===== config.mk =====
export PLATFORM = sky130hd
export DESIGN_NAME = turn_scheduler
export DESIGN_NICKNAME = d
export VERILOG_FILES = /design/src/rtl/battle_pkg.sv /design/src/rtl/hp_drain.sv /design/src/rtl/turn_scheduler.sv
export SDC_FILE = /design/constraint.sdc
export NUM_CORES = 1
export LEC_CHECK = 0
export CAP_MARGIN = 20
export CORE_AREA = 2 2 80 82
export DETAILED_ROUTE_END_ITERATION = 10
export DIE_AREA = 0 0 82 84
export SETUP_SLACK_MARGIN = 0.5
export SLEW_MARGIN = 20
export SYNTH_ARGS = -nofsm -noshare
export SYNTH_HDL_FRONTEND = slang
export SYNTH_SLANG_ARGS = --single-unit

===== constraint.sdc =====
create_clock -name Clk -period 11.4 [get_ports Clk]
set_input_delay 2.28 -clock Clk [delete_from_list [all_inputs] [get_ports Clk]]
set_output_delay 2.28 -clock Clk [all_outputs]
set_load 0.01 [all_outputs]

===== src/rtl/battle_pkg.sv =====
// Shared battle definitions: turn sequencer states, text overlay selects and
// the keycodes the battle FSM decodes.
package battle_pkg;

    localparam int unsigned SHOW_W = 2;
    localparam int unsigned KEY_W  = 8;

    typedef enum logic [2:0] {
        ST_IDLE  = 3'd0,
        ST_ORDER = 3'd1,
        ST_CALC  = 3'd2,
        ST_HIT   = 3'd3,
        ST_DRAIN = 3'd4,
        ST_TEXT  = 3'd5,
        ST_DONE  = 3'd6
    } turn_state_e;

    localparam logic [SHOW_W-1:0] SHOW_NONE   = SHOW_W'(0);
    localparam logic [SHOW_W-1:0] SHOW_PLAYER = SHOW_W'(1);
    localparam logic [SHOW_W-1:0] SHOW_ENEMY  = SHOW_W'(2);

    // PS/2 set-2 make codes used by move selection and text acknowledge
    localparam logic [KEY_W-1:0] KEY_ENTER = KEY_W'(8'h5A);
    localparam logic [KEY_W-1:0] KEY_ESC   = KEY_W'(8'h76);
    localparam logic [KEY_W-1:0] KEY_UP    = KEY_W'(8'h75);
    localparam logic [KEY_W-1:0] KEY_DOWN  = KEY_W'(8'h72);
    localparam logic [KEY_W-1:0] KEY_LEFT  = KEY_W'(8'h6B);
    localparam logic [KEY_W-1:0] KEY_RIGHT = KEY_W'(8'h74);

    function automatic logic [SHOW_W-1:0] show_sel(input logic is_player);
        return is_player ? SHOW_PLAYER : SHOW_ENEMY;
    endfunction

endpackage


===== src/rtl/hp_drain.sv =====
// Tick-gated damage down-counter: requests one HP decrement per frame tick and
// signals completion when damage is spent or the target has no HP left.
module hp_drain
    import battle_pkg::*;
#(
    parameter int unsigned HP_W = 8
) (
    input  logic            Clk,
    input  logic            Reset,
    input  logic            load,
    input  logic [HP_W-1:0] load_val,
    input  logic            clear,
    input  logic            active,
    input  logic            tick,
    input  logic            target_zero,
    output logic            dec_c,
    output logic            done_c
);

    logic [HP_W-1:0] remaining_q;
    logic [HP_W-1:0] remaining_d;

    always_comb begin
        remaining_d = remaining_q;
        dec_c       = 1'b0;
        done_c      = 1'b0;
        if (clear) begin
            remaining_d = '0;
        end else if (load) begin
            remaining_d = load_val;
        end else if (active && tick) begin
            // Overkill damage is dropped once the target reaches zero
            if ((remaining_q == HP_W'(0)) || target_zero) begin
                done_c = 1'b1;
            end else begin
                dec_c       = 1'b1;
                remaining_d = remaining_q - HP_W'(1);
            end
        end
    end

    always_ff @(posedge Clk) begin
        if (Reset) begin
            remaining_q <= '0;
        end else begin
            remaining_q <= remaining_d;
        end
    end

endmodule


===== src/rtl/turn_scheduler.sv =====
// Battle turn sequencer: orders both attacks by speed, shares the damage unit,
// resolves accuracy, drains HP per frame and waits for text acknowledgement.
module turn_scheduler
    import battle_pkg::*;
#(
    parameter int unsigned HP_W    = 8,
    parameter int unsigned ACC_MOD = 100
) (
    input  logic              Clk,
    input  logic              Reset,
    input  logic              start_turn,
    input  logic [HP_W-1:0]   player_speed,
    input  logic [HP_W-1:0]   enemy_speed,
    input  logic [HP_W-1:0]   player_acc,
    input  logic [HP_W-1:0]   enemy_acc,
    input  logic [7:0]        rand_num,
    input  logic [HP_W-1:0]   calc_damage,
    input  logic [HP_W-1:0]   player_hp,
    input  logic [HP_W-1:0]   enemy_hp,
    input  logic              frame_tick,
    input  logic              text_ack,
    output logic              calc_is_player,
    output logic              dec_player,
    output logic              dec_enemy,
    output logic [SHOW_W-1:0] show_text,
    output logic              hit,
    output logic              player_fainted,
    output logic              enemy_fainted,
    output logic              turn_done,
    output logic              busy
);

    localparam int unsigned ROLL_W = 32;

    turn_state_e       state_q, state_d;
    logic              atk_is_player_q, atk_is_player_d;
    logic              second_q, second_d;
    logic              hit_q, hit_d;
    logic [SHOW_W-1:0] show_text_q, show_text_d;
    logic              player_fainted_q, player_fainted_d;
    logic              enemy_fainted_q, enemy_fainted_d;
    logic              turn_done_q, turn_done_d;
    logic              busy_q, busy_d;
    logic              dec_player_q, dec_player_d;
    logic              dec_enemy_q, dec_enemy_d;

    logic              drain_load_c;
    logic              drain_clear_c;
    logic              drain_active_c;
    logic              drain_dec_c;
    logic              drain_done_c;

    logic [HP_W-1:0]   acc_c;
    logic [ROLL_W-1:0] roll_c;
    logic              acc_ok_c;
    logic              target_zero_c;

    // Accuracy roll in 1..ACC_MOD against the current attacker's move
    assign acc_c         = atk_is_player_q ? player_acc : enemy_acc;
    assign roll_c        = (ROLL_W'(rand_num) % ROLL_W'(ACC_MOD)) + ROLL_W'(1);
    assign acc_ok_c      = (roll_c <= ROLL_W'(acc_c));
    assign target_zero_c = atk_is_player_q ? (enemy_hp == HP_W'(0))
                                           : (player_hp == HP_W'(0));

    hp_drain #(
        .HP_W (HP_W)
    ) u_hp_drain (
        .Clk         (Clk),
        .Reset       (Reset),
        .load        (drain_load_c),
        .load_val    (calc_damage),
        .clear       (drain_clear_c),
        .active      (drain_active_c),
        .tick        (frame_tick),
        .target_zero (target_zero_c),
        .dec_c       (drain_dec_c),
        .done_c      (drain_done_c)
    );

    always_comb begin
        state_d          = state_q;
        atk_is_player_d  = atk_is_player_q;
        second_d         = second_q;
        hit_d            = hit_q;
        show_text_d      = show_text_q;
        player_fainted_d = player_fainted_q;
        enemy_fainted_d  = enemy_fainted_q;
        turn_done_d      = 1'b0;
        dec_player_d     = 1'b0;
        dec_enemy_d      = 1'b0;
        drain_load_c     = 1'b0;
        drain_clear_c    = 1'b0;
        drain_active_c   = 1'b0;

        case (state_q)
            ST_IDLE: begin
                if (start_turn) begin
                    state_d = ST_ORDER;
                end
            end
            ST_ORDER: begin
                player_fainted_d = 1'b0;
                enemy_fainted_d  = 1'b0;
                second_d         = 1'b0;
                // Speed tie goes to the enemy
                atk_is_player_d  = (player_speed > enemy_speed);
                state_d          = ST_CALC;
            end
            ST_CALC: begin
                drain_load_c = 1'b1;
                state_d      = ST_HIT;
            end
            ST_HIT: begin
                hit_d = acc_ok_c;
                if (acc_ok_c) begin
                    state_d = ST_DRAIN;
                end else begin
                    drain_clear_c = 1'b1;
                    show_text_d   = show_sel(atk_is_player_q);
                    state_d       = ST_TEXT;
                end
            end
            ST_DRAIN: begin
                drain_active_c = 1'b1;
                dec_enemy_d    = drain_dec_c & atk_is_player_q;
                dec_player_d   = drain_dec_c & ~atk_is_player_q;
                if (drain_done_c) begin
                    show_text_d = show_sel(atk_is_player_q);
                    state_d     = ST_TEXT;
                end
            end
            ST_TEXT: begin
                if (text_ack) begin
                    show_text_d = SHOW_NONE;
                    hit_d       = 1'b0;
                    if (target_zero_c) begin
                        player_fainted_d = player_fainted_q | ~atk_is_player_q;
                        enemy_fainted_d  = enemy_fainted_q | atk_is_player_q;
                        turn_done_d      = 1'b1;
                        state_d          = ST_DONE;
                    end else if (!second_q) begin
                        second_d        = 1'b1;
                        atk_is_player_d = ~atk_is_player_q;
                        state_d         = ST_CALC;
                    end else begin
                        turn_done_d = 1'b1;
                        state_d     = ST_DONE;
                    end
                end
            end
            ST_DONE: begin
                state_d = ST_IDLE;
            end
            default: begin
                state_d = ST_IDLE;
            end
        endcase

        busy_d = (state_d != ST_IDLE);
    end

    always_ff @(posedge Clk) begin
        if (Reset) begin
            state_q          <= ST_IDLE;
            atk_is_player_q  <= 1'b0;
            second_q         <= 1'b0;
            hit_q            <= 1'b0;
            show_text_q      <= SHOW_NONE;
            player_fainted_q <= 1'b0;
            enemy_fainted_q  <= 1'b0;
            turn_done_q      <= 1'b0;
            busy_q           <= 1'b0;
            dec_player_q     <= 1'b0;
            dec_enemy_q      <= 1'b0;
        end else begin
            state_q          <= state_d;
            atk_is_player_q  <= atk_is_player_d;
            second_q         <= second_d;
            hit_q            <= hit_d;
            show_text_q      <= show_text_d;
            player_fainted_q <= player_fainted_d;
            enemy_fainted_q  <= enemy_fainted_d;
            turn_done_q      <= turn_done_d;
            busy_q           <= busy_d;
            dec_player_q     <= dec_player_d;
            dec_enemy_q      <= dec_enemy_d;
        end
    end

    // The attacker flag is stable for a whole attack, so it drives the calc unit
    assign calc_is_player = atk_is_player_q;
    assign dec_player     = dec_player_q;
    assign dec_enemy      = dec_enemy_q;
    assign show_text      = show_text_q;
    assign hit            = hit_q;
    assign player_fainted = player_fainted_q;
    assign enemy_fainted  = enemy_fainted_q;
    assign turn_done      = turn_done_q;
    assign busy           = busy_q;

endmodule


; After elaboration in Yosys (flattened, before gate mapping)
; Cells that the tools add are included.
[totals]
reg_bits = 22
input_bits = 69
output_inout_bits = 10
wordCells = 103
[op_classes]
add_sub_neg = 2
n_div = 1
order_cmp = 2
n_eq_ne = 12
muxes = 46
bitwise_logic = 8
n_reduce_logical = 20
[op_table]
columns = cell, count
row1 = 32-bit by 1-bit adder with 32-bit output (second input constant), 1
row2 = 32-bit by 8-bit less-or-equal comparator with 1-bit output, 1
row3 = 8-bit by 7-bit modulo with 32-bit output (second input constant), 1
row4 = 8-bit two-way mux, 4
row5 = 1-bit two-way mux, 26
row6 = 8-bit zero test, 3
row7 = 3-bit case mux with 6 select lines, 1
row8 = 3-bit two-way mux, 5
row9 = 2-bit != test (second input constant), 6
row10 = 1-bit case mux with 2 select lines, 5
row11 = 8-bit greater-than comparator, 1
row12 = 2-bit two-way mux, 4
row13 = 4-bit AND reduction, 2
row14 = 8-bit by 1-bit subtractor with 8-bit output (second input constant), 1
row15 = 3-bit by 2-bit == test with 1-bit output (second input constant), 2
row16 = 3-bit == test (second input constant), 2
row17 = 2-bit case mux with 3 select lines, 1
row18 = 3-bit AND reduction, 2
row19 = 2-bit nonzero test, 3
row20 = 3-bit nonzero test, 2
row21 = 1-bit NOT, 4
row22 = 2-bit AND reduction, 2
row23 = 2-bit OR reduction, 2
row24 = 3-bit by 1-bit == test with 1-bit output (second input constant), 1
row25 = 7 further kinds, 9

; Depth between registers and ports, before layout
[logic_depth]
word_depth = 10
ltp_mapped = 17
ltp_nobuf = 15

; Modules after synthesis
; Synthesis repeated with hierarchy kept, for this count alone.
[unflattened]
hier_cells = 289
hier_area_um2 = 2263.4
[by_module_without_submodules]
columns = module, instances, cells_each, area_each_um2, seq_area_each_um2
row1 = turn_scheduler, 1, 224, 1704.1, 280.3
row2 = hp_drain, 1, 65, 559.3, 160.2

; Worst setup path before layout
; Ideal clock, no wire load.
[synth_timing]
path_kind = input port to flip-flop
startpoint = in rand_num[3]
endpoint = reg show_text_q[0] (netlist: show_text[0])
setup_ps = 115
arrival_time_ps = 5429
t_required_ps = 11285
setup_slack_ps = 5856
path_stages = 16
path_buffers = 1
cell_sequence = buf_2 -> o31a_1 -> ha_1 -> nor2b_1 -> a21oi_1 -> o32a_1 -> a22oi_1 -> nand4_1 -> xor2_1 -> ha_1 -> a21o_1 -> a21oi_1 -> nor2b_1 -> nor4_1 -> nor4b_1 -> o21ba_2
[synth_between]
elab_chain_cells = 8
word_cells_on_any_way = 9
cone_classes = 1 x add/sub / 1 x div / 1 x order compare / 2 x eq/ne / 3 x mux / 1 x reduce/logical
[synth_lines]
columns = item, line_no
row1 = from (decl), turn_scheduler.sv:16  ; input logic [7:0] rand_num,
row2 = 8-bit by 7-bit modulo with 32-bit output (*), turn_scheduler.sv:60  ; assign roll_c = (ROLL_W'(rand_num) % ROLL_W'(ACC_MOD)) + ROLL_W'(1);
row3 = 32-bit by 1-bit adder with 32-bit output (*), turn_scheduler.sv:60
row4 = 32-bit by 8-bit less-or-equal comparator with 1-bit output (*), turn_scheduler.sv:61  ; assign acc_ok_c = (roll_c <= ROLL_W'(acc_c));
row5 = 1-bit two-way mux, turn_scheduler.sv:115  ; if (acc_ok_c) begin
row6 = 1-bit two-way mux, turn_scheduler.sv:95  ; case (state_q)
row7 = 1-bit two-way mux, hp_drain.sv:27  ; if (clear) begin
row8 = 2-bit != test (no line), --
row9 = 4-bit AND reduction (no line) (*), --
row10 = to (signal assigned), turn_scheduler.sv:180  ; show_text_q <= show_text_d;
row11 = to (decl), turn_scheduler.sv:39  ; logic [SHOW_W-1:0] show_text_q, show_text_d;
; Every way passes the cells marked *; elsewhere a longest branch is shown, timed or not.
; A chain may end at the register's enable or synchronous reset.

; Worst setup path in the final report
[layout_timing]
startpoint = in rand_num[4]
endpoint = reg u_hp_drain.remaining_q[7]
[layout_between]
elab_chain_cells = 6
[layout_lines]
columns = item, line_no
row1 = 8-bit by 7-bit modulo with 32-bit output, turn_scheduler.sv:60
row2 = 32-bit by 1-bit adder with 32-bit output, turn_scheduler.sv:60
row3 = 32-bit by 8-bit less-or-equal comparator with 1-bit output, turn_scheduler.sv:61
row4 = 1-bit two-way mux, turn_scheduler.sv:115
row5 = 1-bit two-way mux, turn_scheduler.sv:95
row6 = 2-bit OR reduction (no line), --
row7 = to (signal assigned), hp_drain.sv:46  ; remaining_q <= remaining_d;
row8 = to (decl), hp_drain.sv:20  ; logic [HP_W-1:0] remaining_q;
; No other way between the ends.

==> impl_metrics.env <==
export IMPL_status="finished clean"
export IMPL_power_switching_mw=0.0855
export IMPL_synth_area_sq_um=2040
export IMPL_p_clk_share_pct=26.4
export IMPL_yosysWarnings=0
export IMPL_p_int_mw=0.193
export IMPL_critPathKind="in -> reg"
export IMPL_fill_cells=641
export IMPL_slew_headroom_pct=46.5
export IMPL_drt_first_pass_iters=4
export IMPL_initial_core_util_pct=33.5
export IMPL_synth_top_area_share_pct=21.5
export IMPL_p_leak_nw=1.14
export IMPL_synth_edf_count=0
export IMPL_hold_buffers=0
export IMPL_port_buffers=78
export IMPL_async_flop_share_pct=0
export IMPL_yosysMostFrequentCell="nor2_1"
export IMPL_wl_per_cell_um=12.4
export IMPL_fmax_mhz=163
export IMPL_register_area_sq_um=440
export IMPL_syn_inst=259
export IMPL_insertion_delay_ns=0.26
export IMPL_hp_class="reg -> reg"
export IMPL_ys_types=59
export IMPL_cts_sinks=22
export IMPL_numCtsBuffers=3
export IMPL_antennaDiodeCount=0
export IMPL_core_area_sq_um=6100
export IMPL_grt_use_met3_pct=2.38
export IMPL_critPathRequiredTime_ns=11.58
export IMPL_cts_tree="built"
export IMPL_dp_hpwl_mm=4.08
export IMPL_hold_ws_ns=0.475
export IMPL_vias=2123
export IMPL_stdcell_count=404
export IMPL_multiInputGateArea_sq_um=1470
export IMPL_p_total_mw=0.279
export IMPL_use_met1_pct=18.9
export IMPL_drv_cap=0
export IMPL_crit_path_start_kind="input port"
export IMPL_ys_top_cells_by_area="dfxtp_1, ha_1, xnor2_1"
export IMPL_finalInstanceArea_sq_um=2930
export IMPL_grt_pass1_vias=2027
export IMPL_yosys_register_bits=22
export IMPL_synth_common_cells="nor2_1, dfxtp_1, ha_1, inv_1, a21oi_1"
export IMPL_top_usage_layer="met2"
export IMPL_ios=79
export IMPL_path_max_fanout=11
export IMPL_post_route_min_period_ns=6.15
export IMPL_drc_errors=0
export IMPL_ir_drop_uv=43.5
export IMPL_ys_seq_area_share_pct=21.5
export IMPL_path_clk_slew_ns=0.08
export IMPL_hold_viol=0
export IMPL_power_per_cell_area_nw_per_um2=95.2
export IMPL_post_route_period_util_pct=53.9
export IMPL_ant_nets=0
export IMPL_tns_ns=0
export IMPL_grt_ovfl_total=0
export IMPL_finalNetCount=417
export IMPL_cts_resized=0
export IMPL_area_growth_pct=43.3
export IMPL_seqPwrFrac_pct=34.3
export IMPL_ff2ff_setup_slack_ns=8.64
export IMPL_gp_congestion=0.902
export IMPL_end_kind="flip-flop"
export IMPL_die_x_um=82
export IMPL_swShare_pct=30.7
export IMPL_die_h_um=84
export IMPL_drive_gt1_share_pct=5.50
export IMPL_grtUsageMet2_pct=25.7
export IMPL_finalSetupViolCount=0
export IMPL_grt_pass1_wl_mm=8.51
export IMPL_synth_net_count=348
export IMPL_grt_max_degree=20
export IMPL_clock_tree_root_cell="clkbuf_8"
export IMPL_rows=29
export IMPL_post_route_util_pct=48.1
export IMPL_ys_flop_type="dfxtp_1"
export IMPL_die_area_sq_um=6890
export IMPL_track_usage_pct=15.0
export IMPL_pre_cts_ws_ns=4.96
export IMPL_via_per_inst=5.25
export IMPL_layout_setup_ws_ns=5.25
export IMPL_worst_pin_slew_ns=0.802
export IMPL_arrival_ns=6.32
export IMPL_synth_top_cell_by_area="dfxtp_1"
export IMPL_wirelength_mm=4.99
export IMPL_placed_cell_area_sq_um=2860
export IMPL_avgSynthCellArea_sq_um=7.89
export IMPL_antenna_found_initial=0
export IMPL_drt_iter0_drc=84
export IMPL_fin_skew_ns=0.00142
export IMPL_cts_max_level=1
export IMPL_rsz0062_at_grt="no"
export IMPL_cts_buffer_depth=2
export IMPL_dp_cells=400
export IMPL_cts_setup_buffers=0
export IMPL_pwr_share_comb_pct=39.3
export IMPL_slew_viol_final=0
-- critical path, cell delays in order --
cell	delay (ns)
clkdlybuf4s50_1	0.59
o31a_1	0.41
ha_1	0.31
nor2b_1	0.20
a21oi_1	0.12
o32a_1	0.33
a22oi_1	0.27
nand4_1	0.15
xor2_1	0.16
ha_1	0.32
a21o_1	0.16
a21oi_1	0.14
nor2b_1	0.07
o31ai_1	0.27
nand2b_1	0.27
a211oi_1	0.26
-- metal layers --
metal | vias to the layer above | part of all wire (%)
li1 | 1097 | -
met1 | 953 | 44
met2 | 65 | 47
met3 | 8 | 7.2
met4 | 0 | 1.3
met5 | - | 0
-- layout make-up --
| type | count | share of cell area, % |
|---|---|---|
| clock buffers | 3 | 1.41 |
| multi-input cells | 205 | 50.3 |
| flip-flops and latches | 22 | 15.0 |
| inverters | 18 | 2.31 |
| clock inverters | 1 | 1.03 |
| well taps | 77 | 3.29 |
| repair buffers | 78 | 26.7 |
-- layout by cell type (no fill, tap or decap), drive strengths merged, types with 2 or more instances in the layout --
| cell | netlist | routed |
|---|---|---|
| and2 | 3 | 3 |
| a21oi | 18 | 18 |
| o21ai | 4 | 4 |
| o211ai | 2 | 2 |
| a31o | 3 | 3 |
| nor2 | 25 | 25 |
| nor4 | 11 | 11 |
| inv | 18 | 18 |
| nand2b | 5 | 5 |
| xor2 | 2 | 2 |
| a21o | 4 | 4 |
| o32ai | 3 | 3 |
| nand3 | 8 | 8 |
| xnor2 | 11 | 11 |
| or3 | 5 | 5 |
| and3 | 2 | 2 |
| nor3 | 7 | 7 |
| clkbuf | 6 | 3 |
| dfxtp | 22 | 22 |
| o221ai | 2 | 2 |
| a22oi | 2 | 2 |
| nand2 | 12 | 12 |
| nand4 | 4 | 4 |
| clkdlybuf4s50 | 0 | 78 |
| a211oi | 8 | 8 |
| o31ai | 3 | 3 |
| a31oi | 2 | 2 |
| mux2i | 8 | 8 |
| nor4b | 3 | 3 |
| ha | 20 | 20 |
| a21boi | 2 | 2 |
| o21bai | 2 | 2 |
| o21a | 3 | 3 |
| nor2b | 6 | 6 |
-- logic make-up (layout without fill, tap and decap cells) --
family                     Yosys count  count (layout)  share of synthesized area [%]
buffers and inverters               32             100                           6.43
xor gates and xnor gates            13              13                           5.57
and+or+nand+nor                     95              95                           25.7
muxes                                9               9                           4.47
adders and majority gates           21              21                           12.7
AOI/OAI and AO/OA                   67              67                           23.6
DFF                                 22              22                           21.5
-- power by group through the flow --
| stage | sequential, mW | clock, mW | combinational [mW] |
|---|---|---|---|
| after floorplan | 0.0911 | 0 | 0.0757 |
| final | 0.0957 | 0.0736 | 0.109 |
| after detailed placement | 0.0972 | 0 | 0.110 |
| after CTS | 0.0957 | 0.0752 | 0.111 |
| after global routing | 0.0973 | 0.0785 | 0.123 |
| after global placement | 0.0974 | 0 | 0.109 |
-- sequential cells by signal, summed over array words and instances (netlist names) --
signal,count
busy,1
calc_is_player,1
dec_enemy,1
dec_player,1
enemy_fainted,1
hit,1
player_fainted,1
second_q,1
show_text,2
state_q,3
turn_done,1
u_hp_drain.remaining_q,8
-- final timing paths --
check | from | end | cells after the start
min | hit | hit | 2
max | rand_num[4] | u_hp_drain.remaining_q[7] | 16
min reg2reg | hit | hit | 2
max reg2reg | calc_is_player | show_text[0] | 8
Power figures use the tool's default switching activity.
